`src/rtl/irq_controller_pkg.sv`:
```
// rtl/irq_controller_pkg.sv - shared line-state encoding, register offsets and helpers
package irq_controller_pkg;

  typedef enum logic [1:0] {
    ST_IDLE  = 2'd0,
    ST_RAISE = 2'd1,
    ST_ACKED = 2'd2
  } line_state_t;

  localparam logic [7:0] OFS_MASK = 8'd0;
  localparam logic [7:0] OFS_PEND = 8'd1;
  localparam logic [7:0] OFS_MISS = 8'd2;

  function automatic logic [7:0] sat_inc(input logic [7:0] v);
    return (v == 8'hFF) ? v : v + 8'd1;
  endfunction

endpackage

```
`src/rtl/irq_controller_if.sv`:
```
// rtl/irq_controller_if.sv - source, CPU raise/ack and register bus signals of the controller
interface irq_controller_if #(
  parameter int N_IRQ = 2
);
  logic [N_IRQ-1:0] src_irq;
  logic [N_IRQ-1:0] irq_raise;
  logic [N_IRQ-1:0] irq_ack;
  logic [7:0]       bus_addr;
  logic [7:0]       bus_data_in;
  logic             bus_we;
  logic [7:0]       bus_data_out;
  logic             bus_data_oe;

  modport master (
    output src_irq, irq_ack, bus_addr, bus_data_in, bus_we,
    input  irq_raise, bus_data_out, bus_data_oe
  );

  modport slave (
    input  src_irq, irq_ack, bus_addr, bus_data_in, bus_we,
    output irq_raise, bus_data_out, bus_data_oe
  );
endinterface

```
`src/rtl/irq_controller_line.sv`:
```
// rtl/irq_controller_line.sv - one interrupt line: synchroniser, rise detect, pending,
// missed counter and raise/ack handshake FSM
module irq_controller_line
  import irq_controller_pkg::*;
(
  input  logic       clk,
  input  logic       reset,
  input  logic       src,
  input  logic       mask,
  input  logic       w1c,
  input  logic       clr_miss,
  input  logic       ack,
  output logic       raise,
  output logic       pending,
  output logic [7:0] missed
);

  logic        sync1, sync2, prev;
  logic        rise, clr, ack_clr;
  logic        pend_q, raise_q;
  logic [7:0]  miss_q;
  line_state_t state, state_nx;

  always_ff @(posedge clk or negedge reset) begin
    if (!reset) begin
      sync1 <= 1'b0;
      sync2 <= 1'b0;
      prev  <= 1'b0;
    end else begin
      sync1 <= src;
      sync2 <= sync1;
      prev  <= sync2;
    end
  end

  assign rise = sync2 & ~prev;

  always_comb begin
    state_nx = state;
    ack_clr  = 1'b0;
    case (state)
      ST_IDLE:  if (pend_q && mask && !w1c) state_nx = ST_RAISE;
      ST_RAISE: begin
        if (ack) begin
          state_nx = ST_ACKED;
          ack_clr  = 1'b1;
        end else if (!mask || w1c) begin
          state_nx = ST_IDLE;
        end
      end
      // Holding off re-raise until ack is released avoids double-servicing one request.
      ST_ACKED: if (!ack) state_nx = ST_IDLE;
      default:  state_nx = ST_IDLE;
    endcase
  end

  assign clr = ack_clr | w1c;

  always_ff @(posedge clk or negedge reset) begin
    if (!reset) begin
      state   <= ST_IDLE;
      raise_q <= 1'b0;
      pend_q  <= 1'b0;
      miss_q  <= 8'd0;
    end else begin
      state   <= state_nx;
      raise_q <= (state_nx == ST_RAISE);
      // A new rise wins over a same-edge clear so the event is never dropped.
      pend_q  <= rise | (pend_q & ~clr);
      if (clr_miss) begin
        miss_q <= 8'd0;
      end else if (rise && pend_q && !clr) begin
        miss_q <= sat_inc(miss_q);
      end
    end
  end

  assign raise   = raise_q;
  assign pending = pend_q;
  assign missed  = miss_q;

endmodule

```
`src/rtl/irq_controller.sv`:
```
// rtl/irq_controller.sv - interrupt front-end: register decode, MASK register,
// registered read mux and one line instance per interrupt
module irq_controller
  import irq_controller_pkg::*;
#(
  parameter int         N_IRQ     = 2,
  parameter logic [7:0] BASE_ADDR = 8'hE0
) (
  input logic         clk,
  input logic         reset,
  irq_controller_if.slave bus
);

  logic [N_IRQ-1:0] mask_q, pending, raise, w1c, clr_miss;
  logic [7:0]       missed [N_IRQ];
  logic [8:0]       rel;
  logic [7:0]       ofs, rd_data, data_q;
  logic             hit, wr, oe_q;

  // Addresses below the base wrap to large 9-bit values and so never decode.
  assign rel = {1'b0, bus.bus_addr} - {1'b0, BASE_ADDR};
  assign hit = rel < (9'(OFS_MISS) + 9'(N_IRQ));
  assign ofs = rel[7:0];
  assign wr  = bus.bus_we & hit;

  always_comb begin
    w1c      = '0;
    clr_miss = '0;
    if (wr && ofs == OFS_PEND) w1c = bus.bus_data_in[N_IRQ-1:0];
    for (int i = 0; i < N_IRQ; i++) begin
      clr_miss[i] = wr && (ofs == OFS_MISS + 8'(i));
    end
  end

  always_comb begin
    rd_data = 8'h00;
    if (ofs == OFS_MASK) begin
      rd_data[N_IRQ-1:0] = mask_q;
    end else if (ofs == OFS_PEND) begin
      rd_data[N_IRQ-1:0] = pending;
    end else begin
      for (int i = 0; i < N_IRQ; i++) begin
        if (ofs == OFS_MISS + 8'(i)) rd_data = missed[i];
      end
    end
  end

  always_ff @(posedge clk or negedge reset) begin
    if (!reset) begin
      mask_q <= '0;
      data_q <= 8'h00;
      oe_q   <= 1'b0;
    end else begin
      if (wr && ofs == OFS_MASK) mask_q <= bus.bus_data_in[N_IRQ-1:0];
      oe_q   <= hit;
      data_q <= hit ? rd_data : 8'h00;
    end
  end

  for (genvar g = 0; g < N_IRQ; g++) begin : g_line
    irq_controller_line u_line (
      .clk      (clk),
      .reset    (reset),
      .src      (bus.src_irq[g]),
      .mask     (mask_q[g]),
      .w1c      (w1c[g]),
      .clr_miss (clr_miss[g]),
      .ack      (bus.irq_ack[g]),
      .raise    (raise[g]),
      .pending  (pending[g]),
      .missed   (missed[g])
    );
  end

  assign bus.irq_raise    = raise;
  assign bus.bus_data_out = data_q;
  assign bus.bus_data_oe  = oe_q;

endmodule
```
`src/flat_wrapper.sv`:
```
// flat-port wrapper written by rule: the top's interface ports become plain ports
module irq_controller_flat import irq_controller_pkg::*;
#(
  parameter int         N_IRQ     = 2,
  parameter logic [7:0] BASE_ADDR = 8'hE0
)
  (clk, reset, bus_src_irq, bus_irq_ack, bus_bus_addr, bus_bus_data_in, bus_bus_we, bus_irq_raise, bus_bus_data_out, bus_bus_data_oe);
  irq_controller_if #(.N_IRQ(N_IRQ)) bus_i ();
  input logic clk;
  input logic reset;
  input wire logic [$bits(bus_i.src_irq)-1:0] bus_src_irq;
  input wire logic [$bits(bus_i.irq_ack)-1:0] bus_irq_ack;
  input wire logic [$bits(bus_i.bus_addr)-1:0] bus_bus_addr;
  input wire logic [$bits(bus_i.bus_data_in)-1:0] bus_bus_data_in;
  input wire logic [$bits(bus_i.bus_we)-1:0] bus_bus_we;
  output wire logic [$bits(bus_i.irq_raise)-1:0] bus_irq_raise;
  output wire logic [$bits(bus_i.bus_data_out)-1:0] bus_bus_data_out;
  output wire logic [$bits(bus_i.bus_data_oe)-1:0] bus_bus_data_oe;
  assign bus_i.src_irq = bus_src_irq;
  assign bus_i.irq_ack = bus_irq_ack;
  assign bus_i.bus_addr = bus_bus_addr;
  assign bus_i.bus_data_in = bus_bus_data_in;
  assign bus_i.bus_we = bus_bus_we;
  assign bus_irq_raise = bus_i.irq_raise;
  assign bus_bus_data_out = bus_i.bus_data_out;
  assign bus_bus_data_oe = bus_i.bus_data_oe;
  irq_controller #(.N_IRQ(N_IRQ), .BASE_ADDR(BASE_ADDR)) u_core (.clk(clk), .reset(reset), .bus(bus_i));
endmodule
```
`config.mk`:
```
export PLATFORM = sky130hd
export DESIGN_NAME = irq_controller_flat
export DESIGN_NICKNAME = d
export VERILOG_FILES = /design/src/rtl/irq_controller_pkg.sv /design/src/rtl/irq_controller_if.sv /design/src/rtl/irq_controller_line.sv /design/src/rtl/irq_controller.sv /design/src/flat_wrapper.sv
export SDC_FILE = /design/constraint.sdc
export NUM_CORES = 1
export LEC_CHECK = 0
export CAP_MARGIN = 30
export CELL_PAD_IN_SITES_DETAIL_PLACEMENT = 0
export CELL_PAD_IN_SITES_GLOBAL_PLACEMENT = 1
export CORE_MARGIN = 3
export CORE_UTILIZATION = 40
export CTS_CLUSTER_SIZE = 40
export DETAILED_ROUTE_END_ITERATION = 16
export PLACE_DENSITY_LB_ADDON = 0.1
export SLEW_MARGIN = 15
export SYNTH_ARGS = -nofsm -noshare
export SYNTH_HDL_FRONTEND = slang
export SYNTH_HIERARCHICAL = 1
export SYNTH_SLANG_ARGS = --single-unit
```
`constraint.sdc`:
```
create_clock -name clk -period 1.9 [get_ports clk]
set_input_delay 0.285 -clock clk [delete_from_list [all_inputs] [get_ports clk]]
set_output_delay 0.285 -clock clk [all_outputs]
set_load 0.01 [all_outputs]
```
==> impl_metrics.py <==
metrics = {
    "synth": {
        "most_used_flip_flop_cell_after_synthesis": "sky130_fd_sc_hd__dfrtp_1",
        "post_synth_instance_area_um2": 2010,
        "synth-compound-area-share_pct": 10.9,
        "synthXorXnorAreaFrac_pct": 0.870,
        "synthesis.nets": 204,
        "post-synth-top-area-fraction_pct": 51.0,
        "async_reset_ff_share_pct": 100,
        "cell_type_with_the_highest_aggregate_area_in_the_netlist": "sky130_fd_sc_hd__dfrtp_1",
        "synth.yosys.seq_area_share_pct": 51.0,
        "synth-seq-cells": 41,
        "syn_area_per_cell_um2": 11.4,
        "synth_warnings": 6,
        "synth_cells": 177,
        "synthMuxAreaShare_pct": 7.33,
        "synthDistinctLibCells": 39,
        "post_synth_fa_ha_maj_area_fraction_pct": 2.49,
        "synth_edf_count": 0,
        "synth_area_leaders": "sky130_fd_sc_hd__dfrtp_1 51%, sky130_fd_sc_hd__mux2i_1 4.0%, sky130_fd_sc_hd__a21oi_1 3.5%, sky130_fd_sc_hd__o31ai_1 2.6%, sky130_fd_sc_hd__ha_1 2.5%",
        "synth_top_family_by_area": "simple AND/OR/NAND/NOR gates",
        "synth-simple-area-share_pct": 24.6,
    },
    "global_route": {
        "met2_resource_use_gr_pct": 26.5,
        "grt_max_degree": 29,
        "via_count_of_the_first_global_routing_pass": 1682,
        "use_met1_pct": 22.7,
        "grt-ovfl-total": 0,
        "grt_busiest_layer": "met2",
        "globalRouteMet3Util_pct": 4.93,
        "number_of_antenna_violations_at_the_first_check_in_global_routing": 0,
        "first_pass_grt_wire_length_um": 8120,
        "groute.usage.overall_pct": 17.5,
    },
    "die": {
        "rows": 25,
        "floorplan.die.height_um": 76.9,
        "floorplan.die.width_um": 76.9,
        "boundaryPins": 34,
        "start_util_pct": 42.1,
        "design.die.area_um2": 5920,
        "core_um2": 4790,
    },
    "power": {
        "worst_ir_drop_vdd_mv": 0.363,
        "cellLeakagePower_nw": 1.16,
        "power.total_mw": 2.06,
        "total_switching_power_mw": 0.644,
        "power.share.clock_pct": 27.2,
        "p_comb_share_pct": 18.2,
        "p_sw_share_pct": 31.3,
        "seq_power_share_pct": 54.6,
        "power_per_cell_area_nw_per_um2": 762,
        "p_int_mw": 1.41,
    },
    "sta": {
        "period_minus_slack_ns": 1.85,
        "timing.final.crit_share_pct": 97.6,
        "rsz0062_at_grt": "yes",
        "achievable-frequency_mhz": 539,
        "finalHoldViolations": 0,
        "finalMaxSlewViolations": 0,
        "max-slew-margin-rel_pct": 56.5,
        "finalSetupViolCount": 0,
        "tightestPinTransition_ns": 0.652,
        "worst_hold_slack_ns": 0.00763,
        "final.setup_skew_ns": 0.00621,
    },
    "route": {
        "drt_drc_violations_left": 0,
        "first_pass_iters": 4,
        "num_vias": 1686,
        "routed_via_density": 5.68,
        "drt.antenna.violating_nets": 0,
        "avgRoutedWirePerCell_um": 16.7,
        "postRouteWirelength_um": 4960,
        "detailed_route_iter0_violations": 85,
    },
    "clock_network": {
        "tritoncts": "done",
        "clock-sinks": 41,
        "cts.reportedPaths.clkPinSlew_ns": 0.08,
        "cts_hold_buf": 0,
        "clock_tree.htree_level_count": 2,
        "clk_latency_ns": 0.30,
        "clockBufferDepth": 2,
        "cts_inserted_buffers": 5,
        "clk_tree_root_cell": "sky130_fd_sc_hd__clkbuf_8",
    },
    "final_layout": {
        "diodes": 0,
        "final_nets": 256,
        "syn_to_final_growth_pct": 34.2,
        "final_layout_size_suffix_gt1_share_pct": 30.4,
        "finalCoreUtilization_pct": 56.5,
        "mostFrequentLayoutCells": "41 x sky130_fd_sc_hd__dfrtp_1, 18 x sky130_fd_sc_hd__buf_4, 17 x sky130_fd_sc_hd__clkdlybuf4s50_1",
        "layout.cells.most_common": "sky130_fd_sc_hd__dfrtp_1",
    },
    "setup_path": {
        "startpoint_types": "input port",
        "critical_path_class": "input port to flip-flop",
        "cp.arrival_ns": 2.06,
        "timing.critical_path.to_type": "flip-flop",
        "critical_path_peak_fanout": 3,
        "required_ns": 2.10,
    },
    "min_path": {
        "min_path_type": "input port to asynchronous set/reset pin",
    },
    "placement": {
        "dp.final_hpwl_um": 3340,
        "gpl.final_weighted_congestion": 0.819,
        "port_buffers": 27,
    },
    "run_status": {
        "outcome": "finished clean",
    },
    "run": {
        "cap_viol_max_count": 0,
    },
}
==> synth_stat cells (3+ instances only) <==
library cell	instances
sky130_fd_sc_hd__dfrtp_1	41
sky130_fd_sc_hd__a21oi_1	14
sky130_fd_sc_hd__nor2_1	12
sky130_fd_sc_hd__nand3_1	10
sky130_fd_sc_hd__mux2i_1	8
sky130_fd_sc_hd__o21ai_0	8
sky130_fd_sc_hd__inv_1	7
sky130_fd_sc_hd__o31ai_1	7
sky130_fd_sc_hd__nand2_1	6
sky130_fd_sc_hd__or4_1	6
sky130_fd_sc_hd__ha_1	4
sky130_fd_sc_hd__nor4b_1	4
sky130_fd_sc_hd__or3_1	4
sky130_fd_sc_hd__nand4_1	3
==> path summary, 6_finish.rpt <==
kind                                                   start                                end  slack [ns]  cells after the start
max reg2reg                u_core/g_line[1].u_line/missed[0]  u_core/g_line[1].u_line/missed[5]        0.16                      5
max                                          bus_bus_addr[5]  u_core/g_line[1].u_line/missed[5]        0.05                     11
max in group asynchronous                              reset  u_core/g_line[0].u_line/missed[6]        1.25                      2
min                                                    reset         u_core/bus.bus_data_out[7]       0.008                      1
min in group clk               u_core/g_line[1].u_line/sync1      u_core/g_line[1].u_line/sync2        0.36                      0
min reg2reg                    u_core/g_line[1].u_line/sync1      u_core/g_line[1].u_line/sync2        0.36                      0
==> sequential cells by signal, indices dropped and copies added, names as in the netlist <==
name / flops
u_core/mask_q: 2
u_core/g_line.u_line/sync1: 2
u_core/g_line.u_line/raise: 2
u_core/bus.bus_data_oe: 1
u_core/bus.bus_data_out: 8
u_core/g_line.u_line/pending: 2
u_core/g_line.u_line/state: 4
u_core/g_line.u_line/sync2: 2
u_core/g_line.u_line/missed: 16
u_core/g_line.u_line/prev: 2
==> timing repair <==
action,4_1_cts,5_1_grt
resized for setup,30,13
setup endpoints to repair,16,9
setup buffers,7,1
pin swaps,12,1
cloned,2,0
==> cell type report <==
class | instances | area (µm²)
Timing Repair Buffer | 47 | 414
Sequential cell | 41 | 1030
Multi-Input combinational cell | 127 | 1070
Fill cell | 428 | 2080
Inverter | 7 | 26.3
Clock buffer | 6 | 72.6
Tap cell | 67 | 83.8
Clock inverter | 2 | 10.0
==> critical path: stages <==
cell and delay (ns):
sky130_fd_sc_hd__buf_6 0.11, sky130_fd_sc_hd__ha_4 0.14, sky130_fd_sc_hd__and4_4 0.16, sky130_fd_sc_hd__nand4_1 0.13
sky130_fd_sc_hd__buf_4 0.15, sky130_fd_sc_hd__nor3b_4 0.04, sky130_fd_sc_hd__and4bb_4 0.36, sky130_fd_sc_hd__nand2_4 0.07
sky130_fd_sc_hd__buf_6 0.12, sky130_fd_sc_hd__o31a_2 0.28, sky130_fd_sc_hd__o21ba_2 0.21
==> power by group through the flow <==
| stage | clock (mW) | sequential, mW | combinational [mW] |
|---|---|---|---|
| global route | 0.615 | 1.14 | 0.427 |
| finish | 0.559 | 1.12 | 0.375 |
| CTS | 0.574 | 1.12 | 0.360 |
| detailed placement | 0 | 1.13 | 0.328 |
| global placement | 0 | 1.13 | 0.313 |
| floorplan | 0 | 1.07 | 0.219 |
==> cells by family (layout without fill, tap and decap cells) <==
| logic type | Yosys count | after routing |
|---|---|---|
| buffers and inverters | 11 | 62 |
| flip-flops | 41 | 41 |
| adder cells (fa/ha/maj) | 4 | 4 |
| AO/OA/AOI/OAI | 35 | 35 |
| multiplexers | 12 | 12 |
| XOR/XNOR | 2 | 2 |
| AND/OR/NAND/NOR | 72 | 74 |
==> per-stage QoR <==
step                      area, µm²  std cells  worst slack (ns)  TNS [ns]
after floorplan                2070        177           -0.0517    -0.173
after global placement         2480        279            -0.619    -10.26
after detailed placement       2480        279            -0.688    -11.34
after CTS                      2660        296          0.000730         0
after global routing           2700        297           -0.0303   -0.0758
final                          2700        297            0.0456         0
==> metal layers <==
layer	part of all wire, %	routed length (µm)
met1	45	2250
met2	46	2300
met5	0	0
met4	2.2	110
met3	6.0	297
Power figures use the tool's default switching activity.
